==> config.mk <==
export PLATFORM = sky130hd
export DESIGN_NAME = alu_op_sequencer_flat
export DESIGN_NICKNAME = d
export VERILOG_FILES = /design/src/rtl/alu_op_sequencer_pkg.sv /design/src/rtl/alu_op_sequencer_if.sv /design/src/rtl/alu_op_sequencer_fifo.sv /design/src/rtl/alu_op_sequencer.sv /design/src/flat_wrapper.sv
export SDC_FILE = /design/constraint.sdc
export NUM_CORES = 1
export LEC_CHECK = 0
export CORE_MARGIN = 3
export CORE_UTILIZATION = 54
export DETAILED_ROUTE_END_ITERATION = 16
export GPL_ROUTABILITY_DRIVEN = 0
export PLACE_DENSITY_LB_ADDON = 0.3
export SYNTH_ARGS = -nofsm -noshare
export SYNTH_HDL_FRONTEND = slang
export SYNTH_SLANG_ARGS = --single-unit
==> constraint.sdc <==
create_clock -name clk -period 2.7 [get_ports clk]
set_input_delay 0.54 -clock clk [delete_from_list [all_inputs] [get_ports clk]]
set_output_delay 0.54 -clock clk [all_outputs]
set_load 0.02 [all_outputs]
==> src/rtl/alu_op_sequencer_pkg.sv <==
// Shared constants for the ALU request sequencer: opcodes, default widths and FSM states.
package alu_pkg;

  localparam int WIDTH_DEF   = 16;
  localparam int TAG_W_DEF   = 4;
  localparam int DEPTH_DEF   = 4;
  localparam int RES_LAT_DEF = 1;

  localparam logic [2:0] OP_AND  = 3'b000;
  localparam logic [2:0] OP_NAND = 3'b001;
  localparam logic [2:0] OP_OR   = 3'b010;
  localparam logic [2:0] OP_NOR  = 3'b011;
  localparam logic [2:0] OP_XOR  = 3'b100;
  localparam logic [2:0] OP_XNOR = 3'b101;
  localparam logic [2:0] OP_NOTA = 3'b110;
  localparam logic [2:0] OP_DIV  = 3'b111;

  // IDLE: nothing issued | WAIT: ALU result in flight | RESP: result held for consumer
  localparam logic [1:0] ST_IDLE = 2'd0;
  localparam logic [1:0] ST_WAIT = 2'd1;
  localparam logic [1:0] ST_RESP = 2'd2;

endpackage

==> src/rtl/alu_op_sequencer_if.sv <==
// Request, ALU-drive and response signal bundle between the sequencer and its neighbours.
interface alu_op_sequencer_if
  import alu_pkg::*;
#(
  parameter int WIDTH = WIDTH_DEF,
  parameter int TAG_W = TAG_W_DEF,
  parameter int DEPTH = DEPTH_DEF
) ();

  localparam int CNT_W = $clog2(DEPTH) + 1;

  logic             req_valid;
  logic             req_ready;
  logic [WIDTH-1:0] req_a;
  logic [WIDTH-1:0] req_b;
  logic [2:0]       req_op;
  logic [TAG_W-1:0] req_tag;

  logic [WIDTH-1:0] alu_a;
  logic [WIDTH-1:0] alu_b;
  logic [2:0]       alu_sel;
  logic             alu_rst;
  logic [WIDTH-1:0] alu_result;

  logic             rsp_valid;
  logic             rsp_ready;
  logic [WIDTH-1:0] rsp_data;
  logic [TAG_W-1:0] rsp_tag;

  logic             busy;
  logic [CNT_W-1:0] count;

  modport slave (
    input  req_valid, req_a, req_b, req_op, req_tag, alu_result, rsp_ready,
    output req_ready, alu_a, alu_b, alu_sel, alu_rst, rsp_valid, rsp_data, rsp_tag,
           busy, count
  );

  modport master (
    output req_valid, req_a, req_b, req_op, req_tag, alu_result, rsp_ready,
    input  req_ready, alu_a, alu_b, alu_sel, alu_rst, rsp_valid, rsp_data, rsp_tag,
           busy, count
  );

endinterface

==> src/rtl/alu_op_sequencer_fifo.sv <==
// Synchronous request FIFO; head entry is visible on o_data whenever not empty.
module alu_req_fifo
  import alu_pkg::*;
#(
  parameter int W     = 2*WIDTH_DEF + 3 + TAG_W_DEF,
  parameter int DEPTH = DEPTH_DEF
) (
  input  logic                     clk,
  input  logic                     rst,
  input  logic                     i_push,
  input  logic [W-1:0]             i_data,
  input  logic                     i_pop,
  output logic [W-1:0]             o_data,
  output logic                     o_full,
  output logic                     o_empty,
  output logic [$clog2(DEPTH):0]   o_count
);

  localparam int AW    = $clog2(DEPTH);
  localparam int CNT_W = AW + 1;

  logic [W-1:0]     r_mem [DEPTH];
  logic [AW-1:0]    r_wr_ptr;
  logic [AW-1:0]    r_rd_ptr;
  logic [CNT_W-1:0] r_count;
  logic             w_do_push;
  logic             w_do_pop;

  assign o_full    = (r_count == CNT_W'(DEPTH));
  assign o_empty   = (r_count == '0);
  assign o_count   = r_count;
  assign o_data    = r_mem[r_rd_ptr];
  assign w_do_push = i_push && !o_full;
  assign w_do_pop  = i_pop && !o_empty;

  always_ff @(posedge clk) begin
    if (w_do_push) r_mem[r_wr_ptr] <= i_data;
  end

  always_ff @(posedge clk) begin
    if (rst) begin
      r_wr_ptr <= '0;
      r_rd_ptr <= '0;
      r_count  <= '0;
    end else begin
      if (w_do_push) r_wr_ptr <= r_wr_ptr + 1'b1;
      if (w_do_pop)  r_rd_ptr <= r_rd_ptr + 1'b1;
      unique case ({w_do_push, w_do_pop})
        2'b10:   r_count <= r_count + 1'b1;
        2'b01:   r_count <= r_count - 1'b1;
        default: r_count <= r_count;
      endcase
    end
  end

endmodule

==> src/rtl/alu_op_sequencer.sv <==
// Queues ALU requests, issues them one at a time, waits out the ALU result latency
// and returns each captured result with its tag in request order.
module alu_op_sequencer
  import alu_pkg::*;
#(
  parameter int WIDTH   = WIDTH_DEF,
  parameter int DEPTH   = DEPTH_DEF,
  parameter int RES_LAT = RES_LAT_DEF,
  parameter int TAG_W   = TAG_W_DEF
) (
  input  logic                  clk,
  input  logic                  rst,
  alu_op_sequencer_if.slave     sq_if
);

  localparam int EW    = 2*WIDTH + 3 + TAG_W;
  localparam int LAT_W = (RES_LAT < 1) ? 1 : $clog2(RES_LAT + 1);

  logic [1:0]              r_state;
  logic [LAT_W-1:0]        r_cnt;
  logic [WIDTH-1:0]        r_alu_a;
  logic [WIDTH-1:0]        r_alu_b;
  logic [2:0]              r_alu_sel;
  logic [TAG_W-1:0]        r_tag;
  logic                    r_rsp_valid;
  logic [WIDTH-1:0]        r_rsp_data;
  logic [TAG_W-1:0]        r_rsp_tag;

  logic                    w_push;
  logic                    w_pop;
  logic                    w_full;
  logic                    w_empty;
  logic [EW-1:0]           w_push_data;
  logic [EW-1:0]           w_head;
  logic [$clog2(DEPTH):0]  w_count;

  assign sq_if.req_ready = !w_full && !rst;
  assign w_push          = sq_if.req_valid && sq_if.req_ready;
  assign w_push_data     = {sq_if.req_a, sq_if.req_b, sq_if.req_op, sq_if.req_tag};

  // The response handshake edge doubles as the next pop edge.
  assign w_pop = !w_empty &&
                 ((r_state == ST_IDLE) || ((r_state == ST_RESP) && sq_if.rsp_ready));

  alu_req_fifo #(
    .W     (EW),
    .DEPTH (DEPTH)
  ) u_fifo (
    .clk     (clk),
    .rst     (rst),
    .i_push  (w_push),
    .i_data  (w_push_data),
    .i_pop   (w_pop),
    .o_data  (w_head),
    .o_full  (w_full),
    .o_empty (w_empty),
    .o_count (w_count)
  );

  always_ff @(posedge clk) begin
    if (rst) begin
      r_alu_a   <= '0;
      r_alu_b   <= '0;
      r_alu_sel <= '0;
      r_tag     <= '0;
    end else if (w_pop) begin
      r_alu_a   <= w_head[EW-1 -: WIDTH];
      r_alu_b   <= w_head[EW-1-WIDTH -: WIDTH];
      r_alu_sel <= w_head[TAG_W+2 -: 3];
      r_tag     <= w_head[TAG_W-1:0];
    end
  end

  always_ff @(posedge clk) begin
    if (rst) begin
      r_state     <= ST_IDLE;
      r_cnt       <= '0;
      r_rsp_valid <= 1'b0;
      r_rsp_data  <= '0;
      r_rsp_tag   <= '0;
    end else begin
      unique case (r_state)
        ST_IDLE: begin
          if (w_pop) begin
            r_cnt   <= LAT_W'(RES_LAT);
            r_state <= ST_WAIT;
          end
        end
        ST_WAIT: begin
          if (r_cnt == '0) begin
            r_rsp_data  <= sq_if.alu_result;
            r_rsp_tag   <= r_tag;
            r_rsp_valid <= 1'b1;
            r_state     <= ST_RESP;
          end else begin
            r_cnt <= r_cnt - 1'b1;
          end
        end
        ST_RESP: begin
          if (sq_if.rsp_ready) begin
            r_rsp_valid <= 1'b0;
            if (w_pop) begin
              r_cnt   <= LAT_W'(RES_LAT);
              r_state <= ST_WAIT;
            end else begin
              r_state <= ST_IDLE;
            end
          end
        end
        default: r_state <= ST_IDLE;
      endcase
    end
  end

  assign sq_if.alu_a     = r_alu_a;
  assign sq_if.alu_b     = r_alu_b;
  assign sq_if.alu_sel   = r_alu_sel;
  assign sq_if.alu_rst   = rst;
  assign sq_if.rsp_valid = r_rsp_valid;
  assign sq_if.rsp_data  = r_rsp_data;
  assign sq_if.rsp_tag   = r_rsp_tag;
  assign sq_if.busy      = (r_state != ST_IDLE) || !w_empty;
  assign sq_if.count     = w_count;

endmodule
==> src/flat_wrapper.sv <==
// flat-port wrapper written by rule: the top's interface ports become plain ports
module alu_op_sequencer_flat import alu_pkg::*;
#(
  parameter int WIDTH   = WIDTH_DEF,
  parameter int DEPTH   = DEPTH_DEF,
  parameter int RES_LAT = RES_LAT_DEF,
  parameter int TAG_W   = TAG_W_DEF
)
  (clk, rst, sq_if_req_valid, sq_if_req_a, sq_if_req_b, sq_if_req_op, sq_if_req_tag, sq_if_alu_result, sq_if_rsp_ready, sq_if_req_ready, sq_if_alu_a, sq_if_alu_b, sq_if_alu_sel, sq_if_alu_rst, sq_if_rsp_valid, sq_if_rsp_data, sq_if_rsp_tag, sq_if_busy, sq_if_count);
  alu_op_sequencer_if #(.WIDTH(WIDTH), .TAG_W(TAG_W), .DEPTH(DEPTH)) sq_if_i ();
  input  logic clk;
  input  logic rst;
  input wire logic [$bits(sq_if_i.req_valid)-1:0] sq_if_req_valid;
  input wire logic [$bits(sq_if_i.req_a)-1:0] sq_if_req_a;
  input wire logic [$bits(sq_if_i.req_b)-1:0] sq_if_req_b;
  input wire logic [$bits(sq_if_i.req_op)-1:0] sq_if_req_op;
  input wire logic [$bits(sq_if_i.req_tag)-1:0] sq_if_req_tag;
  input wire logic [$bits(sq_if_i.alu_result)-1:0] sq_if_alu_result;
  input wire logic [$bits(sq_if_i.rsp_ready)-1:0] sq_if_rsp_ready;
  output wire logic [$bits(sq_if_i.req_ready)-1:0] sq_if_req_ready;
  output wire logic [$bits(sq_if_i.alu_a)-1:0] sq_if_alu_a;
  output wire logic [$bits(sq_if_i.alu_b)-1:0] sq_if_alu_b;
  output wire logic [$bits(sq_if_i.alu_sel)-1:0] sq_if_alu_sel;
  output wire logic [$bits(sq_if_i.alu_rst)-1:0] sq_if_alu_rst;
  output wire logic [$bits(sq_if_i.rsp_valid)-1:0] sq_if_rsp_valid;
  output wire logic [$bits(sq_if_i.rsp_data)-1:0] sq_if_rsp_data;
  output wire logic [$bits(sq_if_i.rsp_tag)-1:0] sq_if_rsp_tag;
  output wire logic [$bits(sq_if_i.busy)-1:0] sq_if_busy;
  output wire logic [$bits(sq_if_i.count)-1:0] sq_if_count;
  assign sq_if_i.req_valid = sq_if_req_valid;
  assign sq_if_i.req_a = sq_if_req_a;
  assign sq_if_i.req_b = sq_if_req_b;
  assign sq_if_i.req_op = sq_if_req_op;
  assign sq_if_i.req_tag = sq_if_req_tag;
  assign sq_if_i.alu_result = sq_if_alu_result;
  assign sq_if_i.rsp_ready = sq_if_rsp_ready;
  assign sq_if_req_ready = sq_if_i.req_ready;
  assign sq_if_alu_a = sq_if_i.alu_a;
  assign sq_if_alu_b = sq_if_i.alu_b;
  assign sq_if_alu_sel = sq_if_i.alu_sel;
  assign sq_if_alu_rst = sq_if_i.alu_rst;
  assign sq_if_rsp_valid = sq_if_i.rsp_valid;
  assign sq_if_rsp_data = sq_if_i.rsp_data;
  assign sq_if_rsp_tag = sq_if_i.rsp_tag;
  assign sq_if_busy = sq_if_i.busy;
  assign sq_if_count = sq_if_i.count;
  alu_op_sequencer #(.WIDTH(WIDTH), .DEPTH(DEPTH), .RES_LAT(RES_LAT), .TAG_W(TAG_W)) u_core (.clk(clk), .rst(rst), .sq_if(sq_if_i));
endmodule
==> impl_metrics.csv, run 1 <==
group,metric,value,unit
status,status,"finished, final reports clean",
power_and_ir_drop,irDropWorstVdd,0.605,mV
placement,post-place-ws,-20.8,ps
critical_path,cp.required,2160,ps
synthesis,yosysMostFrequentCell,"edfxtp_1",
synthesis,synth-edff-count,156,
critical_path,cp_slowest_stage_delay,550,ps
routing,wl_per_cell,20.8,um
clocking,cts_made_buffers,23,
cells_and_area,area_growth,25.0,%
routing,dr_total_vias,5132,
grt,gr-total-overflow,0,
grt,use_met2,36.8,%
critical_path,cpMaxStageDelayCell,"or3_2",
critical_path,critical_path_class,"flip-flop to output port",
synthesis,synth_fa_ha_area_share,0.958,%
floorplanning,rows,45,
synthesis,synth_compound_area_share,6.30,%
sta,rsz0062_at_grt,"false",
cells_and_area,layout.nets,713,
synthesis,avgSynthCellArea,16.2,sq um
sta,setup_slack,163,ps
grt,grt_pass1_vias,5549,
cells_and_area,fill_cells,1035,
synthesis,synth_area,8620,sq um
synthesis,synthCells,531,
power_and_ir_drop,clkPwrFrac,27.2,%
synthesis,yosysUniqueCellTypes,32,
critical_path,reg2reg_slack,190,ps
cells_and_area,layout-drive-gt1-share,16.8,%
synthesis,yosys_warnings,0,
floorplanning,die_y,132,um
critical_path,cp_max_fo,6,
clocking,cts_resized,2,
grt,antenna_found_initial,1,
grt,grt_first_pass_wirelength,29500,um
floorplanning,dieArea,17500,sq um
routing,ant_nets,0,
clocking,htree_levels,1,
run,maxCapViolations,0,
synthesis,ys_top_cells_by_area,"edfxtp_1, dfxtp_1, mux4_2, o31ai_1, nand4_1",
synthesis,async_flop_share,0,%
clocking,hold_buffers,0,
sta,worst_pin_slew,815,ps
critical_path,worstPathArrival,2000,ps
synthesis,synthXorXnorAreaFrac,0.203,%
clocking,clkLatencyLatePin,510,ps
floorplanning,io_pins,121,
synthesis,seq_area_frac_synth,70.6,%
grt,grtUsageMet3,3.66,%
routing,dr.pass1.iters,4,
synthesis,synth_top_area_cell,"edfxtp_1",
sta,relSlewSlack,45.7,%
floorplanning,core_area,15400,sq um
critical_path,cp-start-kind,"flip-flop",
sta,finalCritPeriodShare,93.9,%
synthesis,yosys_register_bits,226,
sta,final.setup_skew,18.7,ps
synthesis,synth_top_area_share,54.3,%
grt,grtUsageTotal,21.0,%
placement,io_buffers,120,
power_and_ir_drop,power.density,1040,nW/um^2
synthesis,synth-simple-area-share,5.75,%
placement,dpl.hpwl,10700,um
power_and_ir_drop,comb_power_share,31.3,%
power_and_ir_drop,internal_power,7.57,mW
critical_path,cp_cell_sequence,"or3_2 -> or3_1 -> clkbuf_2",
hold_path,hold_class,"primary input to flip-flop",
cells_and_area,post-route-util,69.9,%
routing,wl,18300,um
sta,fmax,394,MHz
synthesis,ys_top_cells_by_count,"edfxtp_1, dfxtp_1, a21oi_1",
grt,use_met1,26.7,%
clocking,clkTransAtPathRegs,60,ps
routing,drcViolationCount,0,
floorplanning,die_w,132,um
critical_path,end_kind,"output port",
power_and_ir_drop,sw_frac_of_total,32.4,%
synthesis,syn_nets,596,
sta,final-hold-violation-count,0,
clocking,ctsLongestPathBuffers,3,
synthesis,synth_top_family_by_area,"multiplexers",
grt,busiest_layer,"met2",
sta,layout_min_cycle_time,2540,ps
routing,viasPerCell,5.85,
clocking,root_buffer,"clkbuf_16",
sta,setup_viol,0,
synthesis,yosys-mux-area-fraction,12.9,%
power_and_ir_drop,cellLeakagePower,3.56,nW
synthesis,synth_ff_type,"edfxtp_1",
power_and_ir_drop,p_seq_share,41.5,%
floorplanning,start_util,55.9,%
clocking,cts_setup_buffers,0,
clocking,cts.sinks,226,
clocking,cts_tree,"yes",
sta,final-max-slew-violation-count,0,
grt,grt_max_degree,71,
power_and_ir_drop,switchingPower,3.63,mW
routing,drt-initial-drc-count,452,
[flip-flops by register name, indices dropped and copies added, names as in the netlist]
register,flops
u_core.r_cnt,1
u_core.r_state,2
u_core.r_tag,4
u_core.sq_if.alu_a,16
u_core.sq_if.alu_b,16
u_core.sq_if.alu_sel,3
u_core.sq_if.rsp_data,16
u_core.sq_if.rsp_tag,4
u_core.sq_if.rsp_valid,1
u_core.u_fifo.o_count,3
u_core.u_fifo.r_mem,156
u_core.u_fifo.r_rd_ptr,2
u_core.u_fifo.r_wr_ptr,2
[path summary, 6_finish.rpt]
| kind | from | endpoint | cells after the start |
|---|---|---|---|
| setup / recovery | u_core.u_fifo.o_count[2] | sq_if_busy | 3 |
| hold / removal | rst | u_core.sq_if.rsp_tag[1] | 2 |
| setup reg to reg | u_core.u_fifo.o_count[0] | u_core.u_fifo.o_count[2] | 10 |
| hold reg to reg | u_core.sq_if.alu_b[5] | u_core.sq_if.alu_b[5] | 2 |
[metal layers]
layer,part of all wire (%),vias to the layer above,wire [um]
met4,2.2,0,403
met3,6.8,32,1250
li1,-,2326,-
met1,40,2565,7330
met2,51,209,9280
met5,0,-,0
[layout by cell type (no fill, tap or decap), types with 2 or more instances in the layout]
| cell type | n |
|---|---|
| edfxtp_1 | 156 |
| clkdlybuf4s50_1 | 118 |
| dfxtp_1 | 67 |
| a21oi_1 | 45 |
| nand4_1 | 40 |
| o31ai_1 | 40 |
| mux4_2 | 39 |
| nor2_1 | 29 |
| clkbuf_16 | 23 |
| mux2i_1 | 21 |
| buf_4 | 19 |
| clkinv_2 | 7 |
| inv_1 | 6 |
| ha_1 | 5 |
| clkinv_1 | 4 |
| and2_2 | 4 |
| nand2_1 | 3 |
| clkbuf_1 | 3 |
| or3_1 | 2 |
| xor2_1 | 2 |
| o21ai_0 | 2 |
| nor2b_1 | 2 |
| mux2_1 | 2 |
| bufinv_16 | 2 |
| buf_12 | 2 |
| dfxtp_2 | 2 |
[per-stage QoR]
step                      hold slack [ps]  area, sq um  setup TNS [ps]  total power, mW  instances
after floorplan                       448         8620               0             6.88        531
after global placement                453        10000               0             8.05        834
after detailed placement              464        10000           -20.8             8.20        834
after CTS                             314        10800               0             11.3        876
after global routing                  321        10800               0             11.7        877
final                                 331        10800               0             11.2        877
[power groups by stage]
stage	clock network [mW]	registers, mW	logic, mW
after global routing	3.24	4.72	3.78
final	3.05	4.65	3.51
after floorplan	0	4.86	2.02
after CTS	3.11	4.66	3.50
after global placement	0	4.69	3.36
after detailed placement	0	4.72	3.48
[critical path, delay by kind of cell (launching register included)]
kind | cells | cell delay (ps)
flops | 1 | 360
simple gates | 2 | 960
buf+inv | 1 | 190
[logic make-up (layout without fill, tap and decap cells)]
logic type | Yosys count | in the layout
AND/OR/NAND/NOR | 90 | 90
AO/OA/AOI/OAI | 88 | 88
adder cells (fa/ha/maj) | 6 | 6
flip-flops | 226 | 226
other | 0 | 1
buffers and inverters | 57 | 191
multiplexers | 62 | 62
XOR/XNOR | 2 | 2
[final cells by class]
type                       instances  area, sq um  share of cell area [%]
antenna                            1         2.50                  0.0232
timing repair buffer             141         1370                    12.7
inverter                           8         30.0                   0.279
sequential                       226         6090                    56.5
tap                              211          264                    2.45
clock inverter                    15          139                    1.29
multi-input combinational        248         2280                    21.1
clock buffer                      27          601                    5.57
(Power assumes the default switching activity.)
==> inputs of run 2 (changes only) <==
Settings changed: SLEW_MARGIN set to 20.
==> results of run 2 <==
The final DEF is identical to that of run 1; final timing and power are the same.
==> inputs of run 3 (changes only) <==
Settings changed: ABC_AREA set to 1, CORE_UTILIZATION 54 to 55, REMOVE_ABC_BUFFERS set to 1.
==> run 3 against run 2 <==
  * Maximum frequency fell by 0.34%
  * Via count up 29%
  * Sequential share of layout area shrank 4.2 points
  * Critical endpoint unchanged
  * Non-clock buffer count shrank 6
  * Worst hold slack improved by 130 ps
  * Worst setup slack got worse by 8.6 ps
  * Clock power is 4% higher
==> impl_metrics.csv, run 3 <==
group,metric,value,unit
synthesis,synth-edff-count,156,
sta,whs,460,ps
critical_path,critical_path_class,"flip-flop to output port",
synthesis,synth_ff_type,"edfxtp_1",
cells_and_area,fin_area,11600,sq um
clocking,cts_made_buffers,23,
grt,grt_max_degree,81,
placement,io_buffers,120,
floorplanning,start_util,56.7,%
routing,drt-initial-drc-count,433,
sta,final.setup_skew,8.87,ps
critical_path,worstPathArrival,2010,ps
sta,relSlewSlack,40.8,%
sta,final-hold-violation-count,0,
sta,final-max-slew-violation-count,0,
clocking,ctsLongestPathBuffers,3,
synthesis,ys_top_cells_by_area,"edfxtp_1, dfxtp_1, nand2_1, inv_1, nand3_1",
clocking,clkLatencyLatePin,500,ps
cells_and_area,largest_reg_flops,156,
critical_path,end_kind,"output port",
clocking,cts_tree,"yes",
sta,fmax,393,MHz
synthesis,yosys_warnings,0,
clocking,hold_buffers,0,
synthesis,avgSynthCellArea,9.19,sq um
routing,wl,18600,um
routing,wl_per_cell,13.4,um
sta,rsz0062_at_grt,"false",
cells_and_area,regMostFlops,"u_core.u_fifo.r_mem",
synthesis,async_flop_share,0,%
synthesis,seq_area_frac_synth,64.0,%
grt,antenna_found_initial,0,
cells_and_area,layout-drive-gt1-share,5.16,%
clocking,root_buffer,"clkbuf_16",
critical_path,cp.required,2160,ps
synthesis,yosys_register_bits,226,
critical_path,cp_max_fo,6,
sta,worst_pin_slew,886,ps
sta,finalCritPeriodShare,94.3,%
sta,setup_viol,0,
critical_path,cp-start-kind,"flip-flop",
cells_and_area,final_cell_mix,"nand2_1, inv_1, edfxtp_1, clkdlybuf4s50_1, nand3_1",
floorplanning,dieArea,18900,sq um
grt,grt_pass1_vias,6288,
routing,dr_total_vias,6630,
grt,grt_first_pass_wirelength,29700,um
placement,dpl.hpwl,10600,um
routing,viasPerCell,4.79,
synthesis,ys_top_cells_by_count,"nand2_1, inv_1, edfxtp_1",
grt,grtUsageTotal,19.8,%
critical_path,r2r_end,"u_core.sq_if.rsp_data[6]",
cells_and_area,area_growth,22.5,%
clocking,htree_levels,1,
floorplanning,die_y,137,um
cells_and_area,mostFrequentLayoutCell,"nand2_1",
power_and_ir_drop,irDropWorstVdd,0.687,mV
critical_path,startpoint,"u_core.u_fifo.o_count[0]",
critical_path,r2r_start,"u_core.r_state[0]",
synthesis,synth_top_area_share,49.3,%
critical_path,r2r_cells,5,
critical_path,reg2reg_slack,750,ps
clocking,cts.sinks,226,
synthesis,yosysMostFrequentCell,"nand2_1",
routing,dr.pass1.iters,4,
floorplanning,rows,47,
power_and_ir_drop,cellLeakagePower,5.16,nW
status,status,"finished, final reports clean",
placement,postPlaceCellArea,10900,sq um
floorplanning,io_pins,121,
routing,ant_nets,0,
synthesis,synth_top_area_cell,"edfxtp_1",
hold_path,hold_class,"flip-flop to flip-flop",
cells_and_area,num_antenna_cells,0,
clocking,cts_resized,0,
floorplanning,die_w,137,um
grt,gr-total-overflow,0,
sta,layout_min_cycle_time,2550,ps
power_and_ir_drop,power.density,960,nW/um^2
routing,drcViolationCount,0,
synthesis,synth_area,9510,sq um
clocking,clkTransAtPathRegs,60,ps
synthesis,yosysUniqueCellTypes,23,
floorplanning,core_area,16800,sq um
critical_path,crit_end,"sq_if_busy",
run,maxCapViolations,0,
clocking,cts_setup_buffers,0,
synthesis,synthCells,1035,
cells_and_area,post-route-util,69.5,%
cells_and_area,layout.nets,1211,
-- run 3: layout make-up --
cell class              count  area, sq um
flip-flops and latches    226         6090
fillers                  1212         5110
multi-input cells         546         2350
repair buffers            135         1360
inverters                 214          806
clock buffers              31          606
well taps                 220          275
clock inverters            11          155
-- run 3: report_power, final --
group	switching (mW)	internal [mW]	leakage (nW)
clock network	1.22	1.96	0.370
registers	0.246	4.15	1.99
logic	2.28	1.33	2.80
total	3.75	7.43	5.16
-- run 3: how the worst min path moves through the flow --
stage,from,to,slack [ps],cells past startpoint
global placement,u_core.sq_if.rsp_data[7],u_core.sq_if.rsp_data[7],450,2
finish,u_core.sq_if.rsp_data[8],u_core.sq_if.rsp_data[8],460,2
floorplan,u_core.r_tag[0],u_core.sq_if.rsp_tag[0],460,2
CTS,u_core.sq_if.rsp_tag[2],u_core.sq_if.rsp_tag[2],460,2
global route,u_core.sq_if.rsp_data[7],u_core.sq_if.rsp_data[7],480,2
detailed placement,u_core.sq_if.rsp_tag[2],u_core.sq_if.rsp_tag[2],450,2
-- run 3: cells by family after synthesis --
logic type               after synthesis  synth area share, %
AO/OA/AOI/OAI                         29                 1.66
adder cells (fa/ha/maj)                6                0.869
buffers and inverters                263                 11.6
flip-flops                           226                 64.0
AND/OR/NAND/NOR                      511                 21.9
-- run 3: per-stage QoR --
step	total power, mW	std cells	TNS, ps	setup WS, ps
floorplan	6.72	986	-161230	-1020
global placement	8.01	1341	0	276
detailed placement	8.10	1341	0	228
CTS	11.3	1383	0	127
global route	11.9	1383	0	7.17
finish	11.2	1383	0	155
-- run 3: layer usage --
| layer | up-vias | track usage [%] | part of all wire (%) |
|---|---|---|---|
| li1 | 3405 | - | - |
| met2 | 167 | 34.5 | 49 |
| met5 | - | 0 | 0 |
| met4 | 0 | 6.04 | 2.1 |
| met3 | 32 | 3.87 | 6.5 |
| met1 | 3026 | 24.9 | 42 |
-- run 3: critical path, stage by stage (launching register included) --
cell             delay (ps)
dfxtp_1                 310
inv_1                   170
nand3_2                 170
or3_1                   330
clkdlybuf4s50_1         540
